[config.mk]
export PLATFORM = sky130hd
export DESIGN_NAME = writeback_arbiter
export DESIGN_NICKNAME = d
export VERILOG_FILES = /design/src/rtl/writeback_arbiter.sv
export SDC_FILE = /design/constraint.sdc
export NUM_CORES = 1
export LEC_CHECK = 0
export CORE_MARGIN = 5
export CORE_UTILIZATION = 42
export CTS_CLUSTER_DIAMETER = 120
export CTS_CLUSTER_SIZE = 24
export DETAILED_ROUTE_END_ITERATION = 16
export PLACE_DENSITY = 0.9
export SLEW_MARGIN = 20
export SYNTH_ARGS = -nofsm -noshare
export SYNTH_HDL_FRONTEND = slang
export SYNTH_SLANG_ARGS = --single-unit
[constraint.sdc]
create_clock -name clk -period 4.85 [get_ports clk]
set_input_delay 0.97 -clock clk [delete_from_list [all_inputs] [get_ports clk]]
set_output_delay 0.97 -clock clk [all_outputs]
set_load 0.05 [all_outputs]
[src/rtl/writeback_arbiter.sv]
// Round-robin writeback arbiter: picks one of NUM_REQ register-file write
// requests per cycle and drives a single registered write port.
module writeback_arbiter #(
    parameter int NUM_REQ    = 2,
    parameter int REG_WIDTH  = 32,
    parameter int NUM_REGS   = 32,
    parameter int ADDR_WIDTH = $clog2(NUM_REGS),
    parameter int SKIP_ZERO  = 0,
    parameter int CNT_WIDTH  = 16,
    parameter int ID_WIDTH   = (NUM_REQ > 1) ? $clog2(NUM_REQ) : 1
) (
    input  logic                            clk,
    input  logic                            rst_n,
    input  logic                            wb_hold,
    input  logic [NUM_REQ-1:0]              req_valid,
    input  logic [NUM_REQ*ADDR_WIDTH-1:0]   req_addr,
    input  logic [NUM_REQ*REG_WIDTH-1:0]    req_data,
    output logic [NUM_REQ-1:0]              req_ready,
    output logic                            write_enable,
    output logic [ADDR_WIDTH-1:0]           write_addr,
    output logic [REG_WIDTH-1:0]            write_data,
    output logic [ID_WIDTH-1:0]             grant_id,
    output logic [CNT_WIDTH-1:0]            conflict_count
);

    localparam logic [CNT_WIDTH-1:0] CNT_ONE = {{(CNT_WIDTH-1){1'b0}}, 1'b1};
    localparam logic [CNT_WIDTH-1:0] CNT_MAX = {CNT_WIDTH{1'b1}};

    logic [ID_WIDTH-1:0]   ptr_r;
    logic [ID_WIDTH-1:0]   grant_idx_s;
    logic [ID_WIDTH-1:0]   next_ptr_s;
    logic                  found_s;
    logic                  allow_s;
    logic                  accept_s;
    logic                  skip_s;
    logic                  contended_s;
    logic [NUM_REQ-1:0]    grant_s;
    logic [ADDR_WIDTH-1:0] sel_addr_s;
    logic [REG_WIDTH-1:0]  sel_data_s;

    logic                  write_enable_r;
    logic [ADDR_WIDTH-1:0] write_addr_r;
    logic [REG_WIDTH-1:0]  write_data_r;
    logic [ID_WIDTH-1:0]   grant_id_r;
    logic [CNT_WIDTH-1:0]  conflict_r;

    // Priority search: first valid requester at or after ptr, wrapping modulo NUM_REQ
    always_comb begin
        found_s     = 1'b0;
        grant_idx_s = {ID_WIDTH{1'b0}};
        next_ptr_s  = ptr_r;
        sel_addr_s  = {ADDR_WIDTH{1'b0}};
        sel_data_s  = {REG_WIDTH{1'b0}};
        for (int k = 0; k < NUM_REQ; k++) begin
            for (int j = 0; j < NUM_REQ; j++) begin
                if (!found_s && (j == ((int'(ptr_r) + k) % NUM_REQ)) && req_valid[j]) begin
                    found_s     = 1'b1;
                    grant_idx_s = ID_WIDTH'(j);
                    next_ptr_s  = ID_WIDTH'((j + 1) % NUM_REQ);
                    sel_addr_s  = req_addr[j*ADDR_WIDTH +: ADDR_WIDTH];
                    sel_data_s  = req_data[j*REG_WIDTH +: REG_WIDTH];
                end else begin
                    found_s = found_s;
                end
            end
        end
    end

    // One-hot ready; rst_n gating keeps ready low during reset
    always_comb begin
        allow_s = found_s && !wb_hold && rst_n;
        for (int j = 0; j < NUM_REQ; j++) begin
            grant_s[j] = allow_s && (grant_idx_s == ID_WIDTH'(j));
        end
    end

    assign req_ready   = grant_s;
    assign accept_s    = allow_s;
    assign skip_s      = (SKIP_ZERO != 32'sd0) && (sel_addr_s == {ADDR_WIDTH{1'b0}});
    assign contended_s = !wb_hold && ($countones(req_valid) > 32'sd1);

    // Round-robin pointer advances only on acceptance
    always_ff @(posedge clk or negedge rst_n) begin
        if (!rst_n) begin
            ptr_r <= {ID_WIDTH{1'b0}};
        end else if (accept_s) begin
            ptr_r <= next_ptr_s;
        end else begin
            ptr_r <= ptr_r;
        end
    end

    // Single output stage: strobe for one cycle, payload held between writes
    always_ff @(posedge clk or negedge rst_n) begin
        if (!rst_n) begin
            write_enable_r <= 1'b0;
            write_addr_r   <= {ADDR_WIDTH{1'b0}};
            write_data_r   <= {REG_WIDTH{1'b0}};
            grant_id_r     <= {ID_WIDTH{1'b0}};
        end else if (accept_s) begin
            write_enable_r <= !skip_s;
            write_addr_r   <= sel_addr_s;
            write_data_r   <= sel_data_s;
            grant_id_r     <= grant_idx_s;
        end else begin
            write_enable_r <= 1'b0;
            write_addr_r   <= write_addr_r;
            write_data_r   <= write_data_r;
            grant_id_r     <= grant_id_r;
        end
    end

    // Saturating count of cycles with two or more competing requests
    always_ff @(posedge clk or negedge rst_n) begin
        if (!rst_n) begin
            conflict_r <= {CNT_WIDTH{1'b0}};
        end else if (contended_s && (conflict_r != CNT_MAX)) begin
            conflict_r <= conflict_r + CNT_ONE;
        end else begin
            conflict_r <= conflict_r;
        end
    end

    assign write_enable   = write_enable_r;
    assign write_addr     = write_addr_r;
    assign write_data     = write_data_r;
    assign grant_id       = grant_id_r;
    assign conflict_count = conflict_r;

endmodule

* Yosys cells after proc, flatten, opt, wreduce, memory -nomap -nowiden *
Index checks and enable logic that the tools add are counted.

storage, ports and cells
  logic and storage cells = 55
  register bits after elaboration = 56
  output and inout bits = 57

cells by class
  order comparisons = 1
  mux-type cells = 20
  reductions and logical operators = 21
  eq/ne operators = 2
  $add $sub $neg = 3
  bitwise gates (word level) = 2

operators by type and width
  kind                                                 number
  2-to-1 mux 32 bit                                    4
  zero test 32 bit                                     2
  2-to-1 mux 5 bit                                     4
  adder 16 x 1 -> 16 bit (second input constant)       1
  inequality test 16 bit (second input constant)       1
  logical AND 1 bit                                    13
  2-to-1 mux 1 bit                                     12
  zero test 1 bit                                      4
  nonzero test 4 bit                                   1
  adder 1 x 1 -> 2 bit                                 1
  == test 2 bit (first input constant)                 1
  > comparator 2 x 1 -> 1 bit (second input constant)  1
  AND reduction 2 bit                                  1
  adder 1 bit (second input constant)                  1
  AND 1 bit (first input constant)                     1
  inverter 1 bit                                       1

* Logic depth before layout (Yosys ltp) *
  depth in word-level cells = 18
  depth in mapped cells = 6
  gate-level depth less buffers = 5

* Least setup slack after synthesis *
No wires, ideal clock.

  path type = input to output
  from = input port wb_hold
  to = output port req_ready[1]
  data arrival time = 1.941 ns
  path slack = 1.939 ns
  cell stages on the path = 4
  path buffers = 1
  path through = inv_1 -> o211ai_2 -> nor2_1 -> clkbuf_1

between the ends
  cells in the longest elaborated chain, start to end = 4

RTL lines
  what                             line  text
  start: declaration               14    input logic wb_hold,
  zero test 1 bit                  71    allow_s = found_s && !wb_hold && rst_n;
  logical AND 1 bit (2 in series)  71
  logical AND 1 bit                73    grant_s[j] = allow_s && (grant_idx_s == ID_WIDTH'(j));
  end: declaration                 18    output logic [NUM_REQ-1:0] req_ready,

Every way passes these cells.

* Final worst setup path *
  from = input port req_valid[0]
  to = output port req_ready[0]

between the ends
  cells in the longest elaborated chain, start to end = 17
  elaborated cells between the ends (all ways) = 21

RTL lines
  what                             line  text
  start: declaration               15    input logic [NUM_REQ-1:0] req_valid,
  logical AND 1 bit                56    if (!found_s && (j == ((int'(ptr_r) + k) % NUM_REQ)) && req_valid[j]) begin
  2-to-1 mux 1 bit                 56
  zero test 1 bit                  56
  logical AND 1 bit (2 in series)  56
  2-to-1 mux 1 bit                 56
  zero test 1 bit                  56
  logical AND 1 bit (2 in series)  56
  2-to-1 mux 1 bit                 56
  zero test 1 bit                  56
  logical AND 1 bit (2 in series)  56
  2-to-1 mux 1 bit                 56
  logical AND 1 bit (2 in series)  71
  logical AND 1 bit (*)            73

Mark *: on every way between the ends. The rest lies on a longest branch, timed or not.

==> impl_results.md <==
* Syn Area/Cell at 11.9 um^2
* WP data required at 3.88 ns
* LEAKAGE at 2.00 nW
* H-Tree Depth at 2
* Maxcap violations at 0
* Multi-input logic area at 1110 um^2
* P per Cell Area at 401 nW/um^2
* Initial Util at 0.433
* Crit end category: primary output
* CP arrival at 2.14 ns
* Ports at 136
* Kind of critical path: in -> out
* Post-CTS setup buffer count at 0
* Overflow after GRT at 0
* Net count after synthesis at 296
* Top post-synthesis cells by area: dfrtp_1 (54%), a22o_1 (13%), a21o_1 (11%)
* Worst vdd ir at 230 uV
* HPWL after DPL at 5520 um
* CTS Buffer Depth at 2
* Vias per inst at 5.50
* Placement Setup Slack at 1.75 ns
* Cell taking the most area after synthesis: dfrtp_1
* Final worst slack at 1.74 ns
* Antenna viol nets, final at 0
* Post-Syn Area at 2580 um^2
* FMAX at 322 MHz
* Register area share after synthesis at 0.543
* Root Driver: clkbuf_8
* Synth async-reset ratio at 1.00
* Netlist cell types at 37
* Yosys warning count at 0
* CP max FO at 5
* Num rows at 28
* Routed via count at 2,332
* Clock latency at the later pin of the worst-skew pair at 0.31 ns
* Post-synth EDFFs at 0
* Vias in the first global route at 2,428
* Clock transition at the registers of the reported paths at 0.10 ns
* Outcome: finished clean
* CTS tree: done
* Transition time of the tightest slew-check pin at 0.527 ns
* RSZ-0062 raised after global routing: false
* Worst Clk Skew at 0.00949 ns
* CP cell instances: clkdlybuf4s50_1 > nand3b_1 > a21oi_4 > buf_4
* TritonCTS Buffers at 5
* # diodes at 0
* # fillers at 458
* First-pass GRT wire length at 11,800 um
* DR WL/cell at 17.3 um
* FF/Latch Area at 1400 um^2
* Fin. max-slew vios at 0
* Drt pass-1 iters at 4
* Minimum clock period at 3.11 ns
* Clk sinks at 56
* WL final at 7360 um
* Final RePlAce weighted congestion at 0.823
* Net total in the final layout at 428
* Die area at 7810 um^2
* Final setup violating endpoints at 0
* Period Utilization, post-route at 0.640
* Ys flop type: dfrtp_1
* Layout cells sized above 1 at 0.0802
* Worst path max stage delay at 0.61 ns
* Die height at 88.4 um
* Final Hold Viols at 0
* P&R area growth vs syn at 59.9%
* Port Buf Inserts at 135
* Synth top area share at 0.543
* Drc violations at 0
* Syn Inst Count at 216
* Resized Gates After CTS at 0
* All-layer global routing usage at 0.192
* Initial antenna violation count at 0
* Startpoint types: input pin
* DR iter-0 viols at 71
* Die Wd at 88.4 um
* Total core area at 5960 um^2
* Hold_buf cts at 0
* Relative slew slack at 0.647
* Final setup TNS at 0 ns
* Hold crit path type: reg -> reg
* Yosys reg bits at 56
* Largest net degree at the start of global routing at 41
* CP max-delay cell: clkdlybuf4s50_1
power by group:
group / total, mW / switching (mW) / leakage [nW] / internal [mW]
clock network: 0.331 / 0.149 / 0.0645 / 0.182
registers: 0.615 / 0.0676 / 0.708 / 0.548
logic: 0.707 / 0.420 / 1.23 / 0.287
total: 1.65 / 0.636 / 2.00 / 1.02
area by class of cell:
cell class                 count  area share
clock buffer                   7      0.0234
clock inverter                 1     0.00728
inverter                       6     0.00546
multi-input combinational    140       0.269
sequential                    56       0.340
tap                           75      0.0228
timing repair buffer         139       0.333
synthesized netlist by cell type (3+ instances only):
| master | count |
|---|---|
| nor2_1 | 3 |
| inv_1 | 6 |
| and3_1 | 3 |
| dfrtp_1 | 56 |
| a22o_1 | 37 |
| xnor2_1 | 5 |
| and4_1 | 3 |
| a21oi_1 | 6 |
| buf_2 | 4 |
| clkbuf_1 | 8 |
| nand2_1 | 5 |
| a21o_1 | 39 |
| nand3_1 | 7 |
| nand4_1 | 4 |
layout by cell type (no fill, tap or decap), types with 3 or more instances in the layout:
| cell | instances |
|---|---|
| nand3_1 | 7 |
| and4_1 | 3 |
| clkdlybuf4s50_1 | 132 |
| nand4_1 | 4 |
| inv_1 | 6 |
| xnor2_1 | 5 |
| buf_4 | 6 |
| a21oi_1 | 5 |
| a21o_1 | 39 |
| and3_1 | 3 |
| nand2_1 | 5 |
| a22o_1 | 37 |
| dfrtp_1 | 56 |
| clkbuf_8 | 7 |
critical path: cells and delay by family:
kind | cells | cell delay, ns
buffers and inverters | 2 | 0.83
and+or+nand+nor | 1 | 0.15
AOI/OAI and AO/OA | 1 | 0.18
flip-flops by register name (all words and copies together), names as in the netlist:
name            count
write_enable        1
conflict_count     16
write_addr          5
grant_id            1
write_data         32
ptr_r               1
routing by layer:
metal | part of all wire | up-vias | global-route usage
met4 | 0.0073 | 0 | 0.0371
li1 | - | 1071 | -
met2 | 0.51 | 100 | 0.337
met3 | 0.079 | 5 | 0.0503
met1 | 0.40 | 1156 | 0.241
met5 | 0 | - | 0
per-stage QoR:
stage	hold slack [ns]	total power, mW	area (um^2)	std cells	utilization
global route	0.531	1.73	4120	424	0.692
detailed placement	0.469	1.34	4000	416	0.671
global placement	0.468	1.32	4000	416	0.671
floorplan	0.467	1.05	2580	216	-
finish	0.498	1.65	4120	424	0.692
CTS	0.492	1.67	4120	424	0.692
kinds of logic (layout without fill, tap and decap cells):
kind of cell               count (synthesis)  count (layout)  synth area share
AOI/OAI and AO/OA                         91              91             0.278
xor gates and xnor gates                   6               6            0.0204
adders and majority gates                  1               1           0.00485
buffers and inverters                     20             153            0.0354
DFF                                       56              56             0.543
muxes                                      5               5            0.0209
and+or+nand+nor                           37              37            0.0975
final timing paths:
path                                   start                 to  slack (ns)  depth (start not counted)
max                             req_valid[0]       req_ready[0]        1.74                          4
min                                 grant_id           grant_id        0.50                          1
max reg2reg                conflict_count[0]  conflict_count[1]        3.15                          5
min reg2reg                         grant_id           grant_id        0.50                          1
max in group asynchronous              rst_n      write_addr[1]        3.35                          2
min in group asynchronous              rst_n       write_enable        0.63                          1
Note: power is estimated with default switching activity, not from simulation.
